**src/rtl/dsky_key_channel_if.sv**
```systemverilog
// dsky_key_channel_if: chan 15 keypad/CPU bundle; master drives key/read/ack/clear, slave returns data, KEYRUPT, avail, overflow
interface dsky_key_channel_if;
  logic        key_down;
  logic [4:0]  key_code;
  logic        rd_strobe;
  logic        keyrupt_ack;
  logic        ovf_clr;
  logic [15:0] chan15_data;
  logic        keyrupt_req;
  logic        key_avail;
  logic        key_ovf;
  modport master (
    output key_down, key_code, rd_strobe, keyrupt_ack, ovf_clr,
    input  chan15_data, keyrupt_req, key_avail, key_ovf
  );
  modport slave (
    input  key_down, key_code, rd_strobe, keyrupt_ack, ovf_clr,
    output chan15_data, keyrupt_req, key_avail, key_ovf
  );
endinterface

```
**src/rtl/dsky_key_channel.sv**
```systemverilog
// dsky_key_channel: debounces DSKY keys, FIFOs valid keycodes, raises KEYRUPT; ports clk, reset, bus (slave: key_down/key_code/rd_strobe/keyrupt_ack/ovf_clr in, chan15_data/keyrupt_req/key_avail/key_ovf out)
module dsky_key_channel #(
  parameter int DEBOUNCE_CYCLES = 16,
  parameter int FIFO_DEPTH      = 4,
  parameter int CNT_W           = 8
) (
  input logic           clk,
  input logic           reset,
  dsky_key_channel_if.slave bus
);
  localparam int AW = $clog2(FIFO_DEPTH);
  typedef enum logic [1:0] {IDLE, PRESS_DB, HELD, REL_DB} state_t;
  state_t           state_q, state_d;
  logic [CNT_W-1:0] cnt_q, cnt_d;
  logic [4:0]       code_q, code_d;
  logic [4:0]       mem_q [FIFO_DEPTH];
  logic [AW-1:0]    wr_q, wr_d, rd_q, rd_d;
  logic [AW:0]      count_q, count_d;
  logic [15:0]      data_q, data_d;
  logic             avail_q, avail_d, req_q, req_d, ovf_q, ovf_d, ack_q, ack_d;
  logic             push, pop, full, push_ok;
  logic [4:0]       head;
  function automatic logic code_ok(input logic [4:0] c);
    return (c >= 5'd1 && c <= 5'd9) ||
           (c inside {5'b10000, 5'b10001, 5'b10010, 5'b11001, 5'b11010,
                      5'b11011, 5'b11100, 5'b11110, 5'b11111});
  endfunction
  always_comb begin
    state_d = state_q;
    cnt_d   = cnt_q;
    code_d  = code_q;
    push    = 1'b0;
    case (state_q)
      IDLE:
        if (bus.key_down && code_ok(bus.key_code)) begin
          code_d  = bus.key_code;
          cnt_d   = CNT_W'(1);
          state_d = PRESS_DB;
        end
      PRESS_DB:
        if (!bus.key_down || bus.key_code != code_q) state_d = IDLE;
        else if (cnt_q == CNT_W'(DEBOUNCE_CYCLES)) begin
          push    = 1'b1;
          state_d = HELD;
        end else cnt_d = cnt_q + CNT_W'(1);
      HELD:
        if (!bus.key_down) begin
          cnt_d   = CNT_W'(1);
          state_d = REL_DB;
        end
      default:
        if (bus.key_down) state_d = HELD;
        else if (cnt_q == CNT_W'(DEBOUNCE_CYCLES)) state_d = IDLE;
        else cnt_d = cnt_q + CNT_W'(1);
    endcase
  end
  // A push into a full FIFO still lands when the same cycle pops the head.
  always_comb begin
    pop     = bus.rd_strobe && count_q != '0;
    full    = count_q == (AW+1)'(FIFO_DEPTH);
    push_ok = push && (!full || pop);
    wr_d    = push_ok ? wr_q + AW'(1) : wr_q;
    rd_d    = pop ? rd_q + AW'(1) : rd_q;
    count_d = count_q + (AW+1)'(push_ok) - (AW+1)'(pop);
    head    = (push_ok && rd_d == wr_q) ? code_q : mem_q[rd_d];
    avail_d = count_d != '0;
    data_d  = avail_d ? {11'b0, head} : 16'd0;
    ovf_d   = (push && full && !pop) || (ovf_q && !bus.ovf_clr);
    ack_d   = bus.rd_strobe ? 1'b0 : bus.keyrupt_ack ? 1'b1 : ack_q;
    req_d   = avail_d && !ack_d;
  end
  always_ff @(posedge clk)
    if (push_ok && !reset) mem_q[wr_q] <= code_q;
  always_ff @(posedge clk) begin
    if (reset) begin
      state_q <= IDLE;
      cnt_q   <= '0;
      code_q  <= '0;
      wr_q    <= '0;
      rd_q    <= '0;
      count_q <= '0;
      data_q  <= '0;
      avail_q <= 1'b0;
      req_q   <= 1'b0;
      ovf_q   <= 1'b0;
      ack_q   <= 1'b0;
    end else begin
      state_q <= state_d;
      cnt_q   <= cnt_d;
      code_q  <= code_d;
      wr_q    <= wr_d;
      rd_q    <= rd_d;
      count_q <= count_d;
      data_q  <= data_d;
      avail_q <= avail_d;
      req_q   <= req_d;
      ovf_q   <= ovf_d;
      ack_q   <= ack_d;
    end
  end
  assign bus.chan15_data = data_q;
  assign bus.key_avail   = avail_q;
  assign bus.keyrupt_req = req_q;
  assign bus.key_ovf     = ovf_q;
endmodule

```
**src/flat_wrapper.sv**
```systemverilog
// flat-port wrapper written by rule: the top's interface ports become plain ports
module dsky_key_channel_flat 
#(
  parameter int DEBOUNCE_CYCLES = 16,
  parameter int FIFO_DEPTH      = 4,
  parameter int CNT_W           = 8
)
  (clk, reset, bus_key_down, bus_key_code, bus_rd_strobe, bus_keyrupt_ack, bus_ovf_clr, bus_chan15_data, bus_keyrupt_req, bus_key_avail, bus_key_ovf);
  dsky_key_channel_if bus_i ();
  input logic clk;
  input logic reset;
  input wire logic [$bits(bus_i.key_down)-1:0] bus_key_down;
  input wire logic [$bits(bus_i.key_code)-1:0] bus_key_code;
  input wire logic [$bits(bus_i.rd_strobe)-1:0] bus_rd_strobe;
  input wire logic [$bits(bus_i.keyrupt_ack)-1:0] bus_keyrupt_ack;
  input wire logic [$bits(bus_i.ovf_clr)-1:0] bus_ovf_clr;
  output wire logic [$bits(bus_i.chan15_data)-1:0] bus_chan15_data;
  output wire logic [$bits(bus_i.keyrupt_req)-1:0] bus_keyrupt_req;
  output wire logic [$bits(bus_i.key_avail)-1:0] bus_key_avail;
  output wire logic [$bits(bus_i.key_ovf)-1:0] bus_key_ovf;
  assign bus_i.key_down = bus_key_down;
  assign bus_i.key_code = bus_key_code;
  assign bus_i.rd_strobe = bus_rd_strobe;
  assign bus_i.keyrupt_ack = bus_keyrupt_ack;
  assign bus_i.ovf_clr = bus_ovf_clr;
  assign bus_chan15_data = bus_i.chan15_data;
  assign bus_keyrupt_req = bus_i.keyrupt_req;
  assign bus_key_avail = bus_i.key_avail;
  assign bus_key_ovf = bus_i.key_ovf;
  dsky_key_channel #(.DEBOUNCE_CYCLES(DEBOUNCE_CYCLES), .FIFO_DEPTH(FIFO_DEPTH), .CNT_W(CNT_W)) u_core (.clk(clk), .reset(reset), .bus(bus_i));
endmodule
```
**config.mk**
```make
export PLATFORM = sky130hd
export DESIGN_NAME = dsky_key_channel_flat
export DESIGN_NICKNAME = d
export VERILOG_FILES = /design/src/rtl/dsky_key_channel_if.sv /design/src/rtl/dsky_key_channel.sv /design/src/flat_wrapper.sv
export SDC_FILE = /design/constraint.sdc
export NUM_CORES = 1
export LEC_CHECK = 0
export CAP_MARGIN = 20
export CORE_UTILIZATION = 25
export DETAILED_ROUTE_END_ITERATION = 16
export GPL_ROUTABILITY_DRIVEN = 0
export SLEW_MARGIN = 25
export SYNTH_ARGS = -nofsm -noshare
export SYNTH_HDL_FRONTEND = slang
export SYNTH_SLANG_ARGS = --single-unit
```
**constraint.sdc**
```tcl
create_clock -name clk -period 3.7 [get_ports clk]
set_input_delay 0.37 -clock clk [delete_from_list [all_inputs] [get_ports clk]]
set_output_delay 0.37 -clock clk [all_outputs]
set_load 0.1 [all_outputs]
```
# Word level (Yosys, flattened, before mapping)
# Memories as Yosys holds them, arrays and structs flattened. A register that Yosys moved wholly into a read port is not among the register bits.
# Cells that the tools add are included.
# word_totals
regBits	37
latchBits	0
mem_bits_rw	20
romBits	0
inputBits	11
out_inout_bits	19
mem_count	1
# mem_list
name	depth	width	read_ports	rd_clocked_by_memory_dff	wr	line_no	source
u_core.mem_q	4	5	1	1	1	dsky_key_channel.sv:16	logic [4:0] mem_q [FIFO_DEPTH];
# op_classes
addsub	5
mul	0
div_mod_pow	0
n_lt_le_gt_ge	2
n_eq_ne	19
shifts	0
muxes	21
bitwise_logic	1
reduce_logical	28
# ops
operator	count
5-bit == test, second input constant	9
8-bit 2-to-1 mux	5
8-bit one-hot mux with 3 select lines	1
2-bit 2-to-1 mux	7
1-bit logical AND	9
9-bit nonzero test	1
8-bit by 1-bit adder with 8-bit output, second input constant	1
8-bit by 5-bit == test with 1-bit output, second input constant	1
4-bit AND reduction	2
1-bit 2-to-1 mux	7
1-bit zero test	6
3-bit by 1-bit != test with 1-bit output, second input constant	2
2-bit one-hot mux with 3 select lines	1
3-bit nonzero test	2
5-bit by 1-bit greater-or-equal comparator with 1-bit output, second input constant	1
5-bit by 4-bit <= comparator with 1-bit output, second input constant	1
5-bit != test	1
5-bit nonzero test	1
2-bit by 1-bit adder with 2-bit output, second input constant	2
1-bit logical OR	4
2-bit != test, second input constant	2
3-bit by 1-bit adder with 3-bit output	1
3-bit == test, second input constant	1
3-bit by 1-bit subtractor with 3-bit output	1
7 further kinds	7

# Longest topological paths before layout
# logic_depth
ltp_word	10
mapped_depth	12
ltp_nobuf	12

# Worst setup path after synthesis
# Ideal clock, no wire load.
# synth_path
kind	register to register
from	register u_core.cnt_q[2]
to	register u_core.data_q[3], in the netlist u_core.bus.chan15_data[3], read port of u_core.mem_q
t_arrival_ns	2.333
path_slack_ns	1.231
path_stages_with_launch	11
n_path_buf	0
path_cell_list	dfxtp_1 -> or4_4 -> nor3_1 -> nand4bb_1 -> inv_1 -> ha_1 -> fa_1 -> nor2_1 -> nand2_1 -> nand2_1 -> a211oi_1
# synth_via
elab_chain_cells	10
# synth_lines
element	line_no	source
from (decl)	dsky_key_channel.sv:14	logic [CNT_W-1:0] cnt_q, cnt_d;
from (signal assigned)	dsky_key_channel.sv:89	cnt_q <= cnt_d;
8-bit by 5-bit == test with 1-bit output	dsky_key_channel.sv:42	else if (cnt_q == CNT_W'(DEBOUNCE_CYCLES)) begin
1-bit 2-to-1 mux	dsky_key_channel.sv:42	
1-bit 2-to-1 mux	dsky_key_channel.sv:41	if (!bus.key_down || bus.key_code != code_q) state_d = IDLE;
1-bit 2-to-1 mux	dsky_key_channel.sv:33	case (state_q)
1-bit logical AND	dsky_key_channel.sv:61	push_ok = push && (!full || pop);
3-bit by 1-bit adder with 3-bit output	dsky_key_channel.sv:64	count_d = count_q + (AW+1)'(push_ok) - (AW+1)'(pop);
3-bit by 1-bit subtractor with 3-bit output	dsky_key_channel.sv:64	
named net u_core.count_d[1]	dsky_key_channel.sv:18	logic [AW:0] count_q, count_d;
3-bit nonzero test	dsky_key_channel.sv:66	avail_d = count_d != '0;
1-bit NOT (no source line)	--	
2-bit OR reduction (no source line)	--	
to (decl)	dsky_key_channel.sv:19	logic [15:0] data_q, data_d;
# The timed path passes the listed nets, and every way through them passes these cells.
# A chain may end at the register's enable or synchronous reset.

# Worst setup path in the final report
# layout_path
from	input bus_rd_strobe
to	register u_core.data_q[3], in the netlist u_core.bus.chan15_data[3], read port of u_core.mem_q
# layout_via
elab_chain_cells	8
# layout_lines
element	line_no	source
from (decl)	flat_wrapper.sv:14	input wire logic [$bits(bus_i.rd_strobe)-1:0] bus_rd_strobe;
1-bit logical AND (*)	dsky_key_channel.sv:59	pop = bus.rd_strobe && count_q != '0;
1-bit logical OR	dsky_key_channel.sv:61	
1-bit logical AND	dsky_key_channel.sv:61	
3-bit by 1-bit adder with 3-bit output	dsky_key_channel.sv:64	
3-bit by 1-bit subtractor with 3-bit output (*)	dsky_key_channel.sv:64	
named net u_core.count_d[1]	dsky_key_channel.sv:18	
3-bit nonzero test (*)	dsky_key_channel.sv:66	
1-bit NOT (no source line) (*)	--	
2-bit OR reduction (no source line) (*)	--	
# The timed path passes the listed nets; every way through them passes the cells marked *.

==> reports/qor.yml <==
critical_path:
  r2r_end: "u_core.bus.chan15_data[3]"
  endpoint_kind: "flip-flop"
  r2r_setup_slack_ps: 900
  crit_fanout: 7
  critical_path_required_ps: 3920
  rr_worst_depth: 10
  crit_arrival_ps: 3100
  criticalPathCategory: "in2reg"
  rr_startpoint: "u_core.cnt_q[2]"
  cp-start-kind: "primary input"
global_routing:
  grtUsageTotal_pct: 9.60
  antenna_found_initial: 0
  grt.busiest_layer: "met2"
  grt_pass1_wl_mm: 8.68
  overflow: 0
  gr-usage-met2_pct: 15.9
  grt_max_degree: 31
  grtUsageMet3_pct: 2.08
  grt_pass1_vias: 1807
  grt_util_met1_pct: 12.4
synthesis:
  syn-cell-area_mm2: 0.00271
  ys_warn_count: 0
  yosysTopAreaCellShare_pct: 22.9
  synth.avg_cell_area_um2: 10.3
  syn_inst: 264
  ys_top_cells_by_area: "dfxtp_1 (23%), edfxtp_1 (22%), mux2i_1 (12%), ha_1 (3.7%), xnor2_1 (3.2%)"
  ys_types: 49
  synthArstFlopShare_pct: 0
  synth_ff_type: "dfxtp_1"
  synth-seq-area-share_pct: 45.0
  ys_ff_latch: 51
  synth_area_leader_cell: "dfxtp_1"
  synth_edf_count: 20
final_layout:
  n_fill_cell: 1059
  stdcell_area_mm2: 0.00313
  area_growth_pct: 15.3
  fin_nets: 303
  final_cell_mix: "mux2i_1 (32), dfxtp_1 (31), nand2_1 (21), edfxtp_1 (20), clkdlybuf4s50_1 (18)"
  drive_gt1_share_pct: 7.75
  antenna_cells: 0
  final_common_cell: "mux2i_1"
pwr:
  power_density_mw_per_mm2: 577
  leakagePower_nw: 1.20
  ir_drop_mv: 0.262
timing:
  setup_viol: 0
  fmax_mhz: 347
  post-route-period-util_pct: 77.9
  hold_viol_final: 0
  worstMarginPinSlew_ps: 980
  finalMaxSlewViolations: 0
  rsz0062_at_grt: "false"
  layout_min_cycle_time_ps: 2880
  fin_ws_ps: 817
  tns_ps: 0
  relSlewSlack_pct: 34.5
  clock_skew_ps: 12.0
cts:
  htreeDepth: 2
  hold_buffers: 0
  cts_tree: "built"
  clockBufferDepth: 2
  cts-root-buf: "clkbuf_8"
  clock_latency_ps: 300
  cts.sinks: 51
  clk_pin_slew_ps: 100
  cts_buffers: 5
  cts_resized: 0
  cts_setup_buffers: 0
placed_design:
  hpwl_mm: 3.96
  portBuffers: 18
  post-place-ws_ps: 445
  place_area_mm2: 0.00303
worst_hold_path:
  hold_depth: 2
  hold_end: "u_core.bus.key_ovf"
  min_from: "u_core.bus.key_ovf"
  holdCritPathClass: "reg2reg"
outcome:
  status: "finished, final reports clean"
route:
  wirelength_mm: 5.24
  wl_per_cell_um: 12.5
  ant_nets: 0
  viasPerCell: 4.60
  drt_iter0_drc: 65
  drc: 0
  dr.pass1.iters: 4
  num_vias: 1933
die:
  initial_core_util_pct: 26.1
  fp.dieH_um: 106
  io_pins: 30
  die_x_um: 106
  rows: 37
  die_area_mm2: 0.0113
  core_area_mm2: 0.0104
run:
  cap_violations: 0
per-layer routing:
metal	part of all wire [%]	up-vias
met4	0.97	0
met3	4.4	6
met2	47	45
li1	-	983
met5	0	-
met1	47	899
worst max-delay path, stage by stage:
cell and delay, ps:
clkdlybuf4s50_1 520, nor4b_1 520, nand4bb_1 330, inv_1 130, ha_1 230, fa_1 490, nor2_1 50, nand2_1 50
nand2_1 150, a211oi_1 260
layout make-up:
type                            instances  area (um^2)  area share, %
Multi-Input combinational cell        188         1370           43.7
Sequential cell                        51         1220           39.0
Timing Repair Buffer                   23          218           6.96
Tap cell                              136          170           5.44
Clock buffer                            6         82.6           2.64
Inverter                               14         52.6           1.68
Clock inverter                          2         16.3          0.520
state kept, by name, summed over array words and instances, names as in the netlist:
signal	cells
u_core.state_q	2
u_core.count_q	3
u_core.cnt_q	8
u_core.rd_q	2
u_core.bus.keyrupt_req	1
u_core.ack_q	1
u_core.bus.chan15_data	5
u_core.code_q	5
u_core.bus.key_ovf	1
u_core.wr_q	2
u_core.bus.key_avail	1
u_core.mem_q	20
worst max path at each step:
stage	from	to	cells after the start
after global placement	bus_rd_strobe	u_core.bus.chan15_data[3]	10
after global routing	bus_rd_strobe	u_core.bus.chan15_data[4]	10
after detailed placement	bus_rd_strobe	u_core.bus.chan15_data[3]	10
after CTS	bus_rd_strobe	u_core.bus.chan15_data[3]	10
after floorplan	u_core.cnt_q[2]	u_core.bus.chan15_data[3]	10
final	bus_rd_strobe	u_core.bus.chan15_data[3]	10
cells by family (layout without fill, tap and decap cells):
family                     after synthesis  after routing  share of synthesized area [%]
other                                    1             11                          0.138
and+or+nand+nor                         70             70                           13.9
DFF                                     51             51                           45.0
adders and majority gates                9              9                           4.43
muxes                                   32             32                           11.8
xor gates and xnor gates                13             13                           4.20
AOI/OAI and AO/OA                       53             53                           14.0
buffers and inverters                   35             45                           6.50
where the power goes:
part | total, mW | switching [mW] | internal (mW)
registers | 0.713 | 0.0737 | 0.640
logic | 0.754 | 0.492 | 0.262
clock network | 0.336 | 0.183 | 0.153
total | 1.80 | 0.749 | 1.05
through the flow:
stage | hold slack [ps] | power, mW | instances | utilization (%)
floorplan | 441 | 1.33 | 274 | -
detailed placement | 469 | 1.49 | 412 | 29.1
global placement | 459 | 1.48 | 412 | 29.1
finish | 474 | 1.80 | 420 | 30.0
CTS | 484 | 1.82 | 420 | 30.0
global route | 509 | 1.90 | 420 | 30.0
cells in the mapped netlist, drive strengths merged (2+ instances only):
cell type,count
mux2i,32
dfxtp,31
nand2,21
edfxtp,20
a21oi,16
buf,15
inv,14
nor2,11
xnor2,10
ha,8
a211oi,7
and3,7
nand2b,7
nand3,7
clkbuf,6
a2111oi,5
a311oi,5
o21ai,4
a211o,3
nor3,3
xor2,3
and2,2
nor2b,2
nor4b,2
o211ai,2
or4,2
No activity file was read; power rests on OpenSTA's default activity.
